## config.mk

```make
export PLATFORM = sky130hd
export DESIGN_NAME = param_lock
export DESIGN_NICKNAME = d
export VERILOG_FILES = /design/src/rtl/lock_pkg.sv /design/src/rtl/lock_timer.sv /design/src/rtl/param_lock.sv
export SDC_FILE = /design/constraint.sdc
export NUM_CORES = 1
export LEC_CHECK = 0
export BUFFER_PORTS_ARGS = -buffer_cell sky130_fd_sc_hd__buf_2
export CORE_MARGIN = 2
export CORE_UTILIZATION = 50
export CTS_CLUSTER_DIAMETER = 80
export DETAILED_ROUTE_END_ITERATION = 12
export GPL_TIMING_DRIVEN = 0
export MAX_ROUTING_LAYER = met4
export PLACE_DENSITY = 0.71
export SETUP_SLACK_MARGIN = 0.1
export SLEW_MARGIN = 40
export SYNTH_ARGS = -nofsm -noshare
export SYNTH_HDL_FRONTEND = slang
export SYNTH_SLANG_ARGS = --single-unit
```

## constraint.sdc

```tcl
create_clock -name clk -period 1.7 [get_ports clk]
set_input_delay 0.51 -clock clk [delete_from_list [all_inputs] [get_ports clk]]
set_output_delay 0.51 -clock clk [all_outputs]
set_load 0.02 [all_outputs]
```

## src/rtl/lock_pkg.sv

```systemverilog
// Shared state encoding and width helpers for the parametrised combination lock.
package lock_pkg;

    typedef enum logic [2:0] {
        ST_IDLE,
        ST_ENTRY,
        ST_UNLOCKED,
        ST_PROGRAM,
        ST_LOCKOUT
    } state_t;

    // Bits needed to hold the values 0..n inclusive (never less than one bit).
    function automatic int cnt_w(input int n);
        return (n < 1) ? 1 : $clog2(n + 1);
    endfunction

endpackage

```

## src/rtl/lock_timer.sv

```systemverilog
// Loadable down-counter that parks at zero; o_done flags the zero state.
module lock_timer #(
    parameter int W = 5
) (
    input  logic         clk,
    input  logic         reset,
    input  logic         i_load,
    input  logic [W-1:0] i_val,
    output logic         o_done
);

    logic [W-1:0] r_cnt;

    always_ff @(posedge clk or negedge reset) begin
        if (!reset)
            r_cnt <= '0;
        else if (i_load)
            r_cnt <= i_val;
        else if (r_cnt != '0)
            r_cnt <= r_cnt - W'(1);
    end

    assign o_done = (r_cnt == '0);

endmodule

```

## src/rtl/param_lock.sv

```systemverilog
// Programmable N-digit combination lock with failure counting, timed lockout
// and in-place code re-programming while unlocked.
module param_lock
    import lock_pkg::*;
#(
    parameter int                             DIGIT_W      = 4,
    parameter int                             CODE_LEN     = 4,
    parameter int                             MAX_TRIES    = 3,
    parameter int                             LOCKOUT_CYC  = 16,
    parameter logic [CODE_LEN*DIGIT_W-1:0]    DEFAULT_CODE = 16'hABFD
) (
    input  logic                               clk,
    input  logic                               reset,
    input  logic [DIGIT_W-1:0]                 digit,
    input  logic                               digit_valid,
    input  logic                               start,
    input  logic                               prog,
    input  logic                               relock,
    output logic                               out,
    output logic                               buzzer,
    output logic                               locked_out,
    output logic [cnt_w(MAX_TRIES)-1:0]        fail_count,
    output logic [cnt_w(CODE_LEN)-1:0]         pos
);

    localparam int CODE_W = CODE_LEN * DIGIT_W;
    localparam int POS_W  = cnt_w(CODE_LEN);
    localparam int FAIL_W = cnt_w(MAX_TRIES);
    localparam int TMR_W  = cnt_w(LOCKOUT_CYC);

    if (CODE_LEN < 1 || MAX_TRIES < 1 || LOCKOUT_CYC < 1) begin : g_bad_param
        $error("param_lock: CODE_LEN, MAX_TRIES and LOCKOUT_CYC must all be >= 1");
    end

    state_t              r_state, w_nxt;
    logic [POS_W-1:0]    r_pos, w_pos_n;
    logic [FAIL_W-1:0]   r_fail, w_fail_n;
    logic [CODE_W-1:0]   r_entry, r_shadow, r_code;
    logic [CODE_W-1:0]   w_entry_cand, w_shadow_cand;
    logic                r_out, r_buzz, r_lo;
    logic                w_buzz_n, w_shift_e, w_shift_s, w_code_we, w_load, w_tmr_done;
    logic                w_last;

    // Digits shift in at the LS end, so after CODE_LEN strobes digit 0 sits MS.
    assign w_entry_cand  = CODE_W'({r_entry, digit});
    assign w_shadow_cand = CODE_W'({r_shadow, digit});
    assign w_last        = (r_pos == POS_W'(CODE_LEN - 1));

    // Loaded with LOCKOUT_CYC-1 so done rises on the last lockout cycle.
    lock_timer #(.W(TMR_W)) u_timer (
        .clk    (clk),
        .reset  (reset),
        .i_load (w_load),
        .i_val  (TMR_W'(LOCKOUT_CYC - 1)),
        .o_done (w_tmr_done)
    );

    always_comb begin
        w_nxt     = r_state;
        w_pos_n   = r_pos;
        w_fail_n  = r_fail;
        w_buzz_n  = 1'b0;
        w_shift_e = 1'b0;
        w_shift_s = 1'b0;
        w_code_we = 1'b0;
        w_load    = 1'b0;
        case (r_state)
            ST_IDLE: begin
                if (start) begin
                    w_nxt   = ST_ENTRY;
                    w_pos_n = '0;
                end
            end
            ST_ENTRY: begin
                if (start) begin
                    w_pos_n = '0;
                end else if (digit_valid) begin
                    w_shift_e = 1'b1;
                    if (!w_last) begin
                        w_pos_n = r_pos + POS_W'(1);
                    end else begin
                        w_pos_n = '0;
                        if (w_entry_cand == r_code) begin
                            w_nxt    = ST_UNLOCKED;
                            w_fail_n = '0;
                        end else if (int'(r_fail) + 1 < MAX_TRIES) begin
                            w_nxt    = ST_IDLE;
                            w_fail_n = r_fail + FAIL_W'(1);
                            w_buzz_n = 1'b1;
                        end else begin
                            w_nxt    = ST_LOCKOUT;
                            w_fail_n = FAIL_W'(MAX_TRIES);
                            w_buzz_n = 1'b1;
                            w_load   = 1'b1;
                        end
                    end
                end
            end
            ST_UNLOCKED: begin
                if (relock) begin
                    w_nxt = ST_IDLE;
                end else if (prog) begin
                    w_nxt   = ST_PROGRAM;
                    w_pos_n = '0;
                end
            end
            ST_PROGRAM: begin
                if (relock) begin
                    w_nxt   = ST_IDLE;
                    w_pos_n = '0;
                end else if (digit_valid) begin
                    w_shift_s = 1'b1;
                    if (w_last) begin
                        w_code_we = 1'b1;
                        w_nxt     = ST_UNLOCKED;
                        w_pos_n   = '0;
                    end else begin
                        w_pos_n = r_pos + POS_W'(1);
                    end
                end
            end
            ST_LOCKOUT: begin
                if (w_tmr_done) begin
                    w_nxt    = ST_IDLE;
                    w_fail_n = '0;
                end else begin
                    w_buzz_n = 1'b1;
                end
            end
            default: w_nxt = ST_IDLE;
        endcase
    end

    always_ff @(posedge clk or negedge reset) begin
        if (!reset) begin
            r_state  <= ST_IDLE;
            r_pos    <= '0;
            r_fail   <= '0;
            r_entry  <= '0;
            r_shadow <= '0;
            r_code   <= DEFAULT_CODE;
            r_out    <= 1'b0;
            r_buzz   <= 1'b0;
            r_lo     <= 1'b0;
        end else begin
            r_state <= w_nxt;
            r_pos   <= w_pos_n;
            r_fail  <= w_fail_n;
            r_buzz  <= w_buzz_n;
            r_out   <= (w_nxt == ST_UNLOCKED) || (w_nxt == ST_PROGRAM);
            r_lo    <= (w_nxt == ST_LOCKOUT);
            if (w_shift_e) r_entry  <= w_entry_cand;
            if (w_shift_s) r_shadow <= w_shadow_cand;
            if (w_code_we) r_code   <= w_shadow_cand;
        end
    end

    assign out        = r_out;
    assign buzzer     = r_buzz;
    assign locked_out = r_lo;
    assign fail_count = r_fail;
    assign pos        = r_pos;

endmodule
```

==> Word level (Yosys, flattened, before mapping) <==
Cells that the tools add are included.
{ "classes": {"mux": 51, "n_eq_ne": 16, "magnitude_cmp": 1, "n_addsub": 4, "reduce_logical": 9} }
{ "ops": {"columns": ["op", "count"], "rows": [
  ["$mux W3", 19],
  ["$mux W1", 20],
  ["$eq A16 B16 Y1", 1],
  ["$eq A3 B2 Y1 const B", 5],
  ["$pmux W3 S5", 1],
  ["$mux W2", 6],
  ["$ne A2 B2 Y1 const B", 6],
  ["$pmux W3 S4", 1],
  ["$mux W5", 2],
  ["$eq A3 B3 Y1 const B", 2],
  ["$logic_not A5 Y1", 1],
  ["$reduce_and A5 Y1", 1],
  ["$reduce_bool A5 Y1", 1],
  ["$sub A5 B1 Y5 const B", 1],
  ["$pmux W2 S2", 1],
  ["$reduce_and A4 Y1", 1],
  ["$reduce_bool A2 Y1", 2],
  ["$reduce_bool A4 Y1", 1],
  ["$add A2 B1 Y3 const B", 1],
  ["$add A3 B1 Y3 const B", 1],
  ["$eq A3 B1 Y1 const B", 1],
  ["$logic_not A3 Y1", 1],
  ["$lt A3 B2 Y1 const B", 1],
  ["$add A2 B1 Y2 const B", 1],
  ["3 further kinds", 3]
]} }
{ "totals": {"out_inout_bits": 8, "inputBits": 10, "elab_cells": 91, "register_bits": 56} }

==> Longest topological paths before layout <==
{ "depth": {"word_depth": 10, "ltp_mapped": 7} }

==> Cells and area by module <==
A second synthesis with hierarchy kept.
{ "unflattened": {"hier_cells": 192, "area_unflattened_um2": 2646.3} }
{ "by_module_without_submodules": {"columns": ["module", "area_per_inst_um2", "instances", "cells_each"], "rows": [
  ["param_lock", 2367.3, 1, 165],
  ["lock_timer", 279.0, 1, 27]
]} }

==> Least setup slack after synthesis <==
Ideal clock, no wire load.
{ "synth_timing": {"path_type": "reg2reg", "startpoint": "register r_pos[0], in the netlist pos[0]", "endpoint": "register r_code[10]", "arrival_time_ps": 1605, "setup_time_ps": 127, "path_buffers": 2, "setup_slack_ps": -32, "path_stages_with_launch": 8, "synth_period_minus_slack_ps": 1732, "cell_sequence": "dfrtp_1 > ha_1 > inv_1 > nor2_1 > and2_1 > buf_2 > buf_6 > mux2_1"} }
{ "synth_between": {"elab_chain_cells": 5} }
{ "synth_lines": {"columns": ["element", "line_no", "rtl"], "rows": [
  ["start, declared", "param_lock.sv:36", "logic [POS_W-1:0] r_pos, w_pos_n;"],
  ["start signal, assigned", "param_lock.sv:147", "r_pos <= w_pos_n;"],
  ["$eq A3 B2 Y1", "param_lock.sv:47", "assign w_last = (r_pos == POS_W'(CODE_LEN - 1));"],
  ["$mux W1", "param_lock.sv:113", "if (w_last) begin"],
  ["$mux W1", "param_lock.sv:111", "end else if (digit_valid) begin"],
  ["$mux W1", "param_lock.sv:108", "if (relock) begin"],
  ["$mux W1", "param_lock.sv:67", "case (r_state)"],
  ["end signal, assigned", "param_lock.sv:154", "if (w_code_we) r_code <= w_shadow_cand;"],
  ["end, declared", "param_lock.sv:38", "logic [CODE_W-1:0] r_entry, r_shadow, r_code;"]
]} }
Every way passes these cells.
A chain may end at the register's enable or synchronous reset.

==> Final worst setup path <==
{ "layout_timing": {"startpoint": "register u_timer.r_cnt[1]", "endpoint": "register u_timer.r_cnt[3]"} }
{ "layout_between": {"elab_chain_cells": 3, "word_cells_on_any_way": 5, "classes_between": "1 x add/sub; 2 x mux; 2 x reduce/logical"} }
{ "layout_lines": {"columns": ["element", "line_no", "rtl"], "rows": [
  ["start, declared", "lock_timer.sv:12", "logic [W-1:0] r_cnt;"],
  ["start signal, assigned", "lock_timer.sv:18", "r_cnt <= i_val;"],
  ["start signal, assigned", "lock_timer.sv:20", "r_cnt <= r_cnt - W'(1);"],
  ["$sub A5 B1 Y5", "lock_timer.sv:20", null],
  ["$mux W5", "lock_timer.sv:19", "else if (r_cnt != '0)"],
  ["$mux W5", "lock_timer.sv:17", "else if (i_load)"]
]} }
Parallel ways exist; a longest one is shown, timed or not. The select of a mux whose other input is x is not followed.

==> summary.txt <==
Detailed routing
  • Aggregate routed wire length: 5072 µm
  • Count of vias placed by the detailed router: 1,709
  • Number of remaining DRC errors: 0
  • Initial DRC Count: 65
  • DRT antenna net count: 0
  • Routed wire per std cell: 16.26 µm
  • Number of vias per cell: 5.478
  • Number of search-and-repair iterations in the first detailed-routing pass: 4

Floorplanning
  • Core box area: 4817 µm²
  • Top-level port count: 18
  • Initial core utilization: 52.81%
  • Die X-Extent: 75.33 µm
  • Floorplan die area: 5674 µm²
  • Y dimension of the die: 75.33 µm
  • Placement row count: 25

Logic synthesis
  • Netlist area before placement: 2544 µm²
  • Net count after synthesis: 206
  • Sequential cell area fraction in the yosys report: 55.68%
  • Post-synth cell types: 43
  • Top_reg_cell synth: dfrtp_1
  • Syn avg cell area: 13.18 µm²
  • Count of synthesis-stage warnings from yosys: 0
  • Count of flip-flops with a built-in enable after synthesis: 0
  • Cells after Synth: 193
  • Fraction of registers with async set or reset after synthesis: 100.0%
  • Synthesized flop and latch total: 56

Power
  • Clock network power share: 24.3%
  • Sequential Power Share: 51.4%
  • Cell internal power dissipation: 2.210 mW
  • Peak ir drop on the vdd network: 0.0005506 V
  • Switching Fraction: 29.71%
  • Leakage power: 1.523 nW
  • Power per cell area: 985.6 nW/µm²
  • Combinational cell fraction of total power: 24.3%
  • Switching power summed over all nets: 0.9343 mW

CTS
  • CTS Root Buffer Type: clkbuf_8
  • Maximum buffer depth of the clock tree: 2
  • CTS clk-pin slew, worst paths: 110 ps
  • Clock insertion delay at the later pin of the skew report: 320 ps
  • # hold bufs at CTS: 0
  • Total clock sinks: 56
  • Deepest level of the CTS H-tree: 2
  • Clock tree from TritonCTS: built
  • Total CTS buffers: 5

Timing
  • Slew Limit Headroom: 54.08%
  • Fmax: 588.7 MHz
  • Least-Margin Pin Slew: 688.8 ps
  • Period utilization: 99.92%
  • Final min period: 1699 ps
  • Unrepaired setup endpoints after global routing: yes
  • Aggregate negative setup slack: 0 ps
  • Final WS setup: 1.395 ps
  • Final hold slack: 228.6 ps
  • Worst Skew: 11.63 ps
  • Max-slew violations: 0
  • Final Hold Viols: 0
  • Final setup fails: 0

GRT
  • GR Util All Layers: 20.36%
  • Wire length of the first global-routing pass: 8383 µm
  • Pin count of the biggest net entering global routing: 57
  • Via count of the first global-routing pass: 1,766
  • GRT Residual Overflow: 0
  • Antenna violations before repair: 0

Critical path
  • Kind of capture point of the worst setup path: flop
  • Critical Path Source Type: flop
  • Data required time at the worst endpoint: 1890 ps
  • Top fanout value on the critical path: 6
  • Critical R2R Launch: u_timer.r_cnt[1]
  • CP max stage delay: 460 ps
  • Slowest cell on the critical path: or4b_4
  • R2R Path End: u_timer.r_cnt[3]
  • Bufs and invs on worst path: 2
  • Cells along the critical path: inv_2 -> ha_4 -> or4b_4 -> buf_8 -> nor3b_2 -> a21oi_1 -> o31ai_1
  • Worst endpoint data arrival time: 1890 ps
  • Path depth of the worst reg2reg path: 7
  • Flop-to-flop setup slack: 1 ps
  • Delay-heaviest family, CP: simple AND/OR/NAND/NOR gates
  • Type of the setup path with the least slack: flop to flop

Hold path
  • Path class of the lowest-slack min-delay path: input port to asynchronous set/reset pin

Placed design
  • Pre-CTS setup slack: -200.0 ps
  • Area after detailed placement: 2761 µm²
  • Weighted congestion at the end of routability-driven global placement: 0.7762
  • Detailed placer's ending HPWL: 3249 µm
  • Quantity of I/O buffers inserted on ports: 17

Job
  • # Max-Cap Violations: 0

Cells and area
  • Most frequent cells in the layout: dfrtp_1, mux2_2, buf_4
  • Final Cell Area: 3191 µm²
  • Layout cell share with drive strength beyond 1: 53.47%
  • Area added between synthesis and finish: 25.43%
  • Fraction of the core area covered by cells at the end of the flow: 66.23%
  • Most common cell after layout, fill and taps aside: dfrtp_1
  • Final Net Count: 257
  • Antenna Diode Count: 0

Run status
  • Status: complete, no violations
layout make-up:
type                            count  area [µm²]
Multi-Input combinational cell    124        1160
Clock buffer                        5       68.82
Timing Repair Buffer               44       317.8
Fill cell                         355        1627
Clock inverter                      3       27.53
Tap cell                           67       83.83
Sequential cell                    56        1420
Inverter                            6       22.52
Buffer                              7       90.09
Yosys cell counts, types with 2 or more instances:
cell / instances / share of area, %
dfrtp_1: 44 / 43
mux2_2: 30 / 13
xor2_1: 17 / 5.9
dfstp_2: 12 / 12
mux2_1: 10 / 4.4
nand2_1: 7 / 1.0
inv_1: 6 / 0.89
nor2_1: 6 / 0.89
o21ai_0: 6 / 1.2
o31ai_1: 5 / 1.5
nor4_1: 4 / 0.98
a21oi_1: 3 / 0.59
buf_2: 3 / 0.59
ha_1: 3 / 1.5
a31oi_1: 2 / 0.49
and2_1: 2 / 0.49
buf_6: 2 / 0.89
clkbuf_2: 2 / 0.39
nand3_1: 2 / 0.39
nand3b_1: 2 / 0.59
nor3b_1: 2 / 0.59
or3_1: 2 / 0.49
state kept, by name, summed over array words and instances, names as in the netlist:
name	flops
r_entry	12
fail_count	2
buzzer	1
out	1
r_shadow	12
r_code	16
u_timer.r_cnt	5
r_state	3
locked_out	1
pos	3
worst max path at each step:
stage / start / slack [ps] / cells after the start / end
global placement: relock / -170 / 7 / r_code[10]
floorplan: u_timer.r_cnt[0] / 50 / 7 / fail_count[1]
finish: u_timer.r_cnt[1] / 1 / 7 / u_timer.r_cnt[3]
detailed placement: digit[1] / -200 / 6 / fail_count[0]
CTS: u_timer.r_cnt[1] / -30 / 7 / fail_count[1]
global route: u_timer.r_cnt[0] / -70 / 7 / fail_count[1]
power groups by stage:
stage	clock network, mW	logic [mW]	registers [mW]
global placement	0	0.496	1.62
finish	0.765	0.764	1.62
CTS	0.778	0.689	1.61
global route	0.825	0.852	1.63
floorplan	0	0.385	1.62
detailed placement	0	0.532	1.64
worst reg2reg max path, stage by stage, from the launching register on:
cell and delay (ps):
dfrtp_1 400, inv_2 90, ha_4 130, or4b_4 460, buf_8 150, nor3b_2 140
a21oi_1 120, o31ai_1 80
through the flow:
stage                     std cells  power [mW]
after floorplan                 193       2.003
after global placement          277       2.118
after detailed placement        277       2.168
after CTS                       309       3.079
after global routing            312       3.312
final                           312       3.145
per-layer routing:
| layer | GRT usage, % | share of wire, % |
|---|---|---|
| met5 | - | 0 |
| met4 | 4.288 | 0.85 |
| met3 | 5.291 | 3.8 |
| met2 | 31.11 | 49 |
| met1 | 27.76 | 47 |
logic make-up after synthesis:
| kind of cell | share of synthesized area, % |
|---|---|
| DFF | 55.68 |
| AOI/OAI and AO/OA | 6.591 |
| buffers and inverters | 2.754 |
| and+or+nand+nor | 9.198 |
| adders and majority gates | 1.476 |
| xor gates and xnor gates | 6.198 |
| muxes | 18.10 |
timing repair:
action | CTS | global route
hold endpoints to repair | 0 | 0
gates resized for setup | 20 | 11
setup endpoints to repair | 41 | 23
buffers inserted | 23 | 3
gates cloned | 1 | 0
pin swaps | 11 | 2
Power figures use the tool's default switching activity.
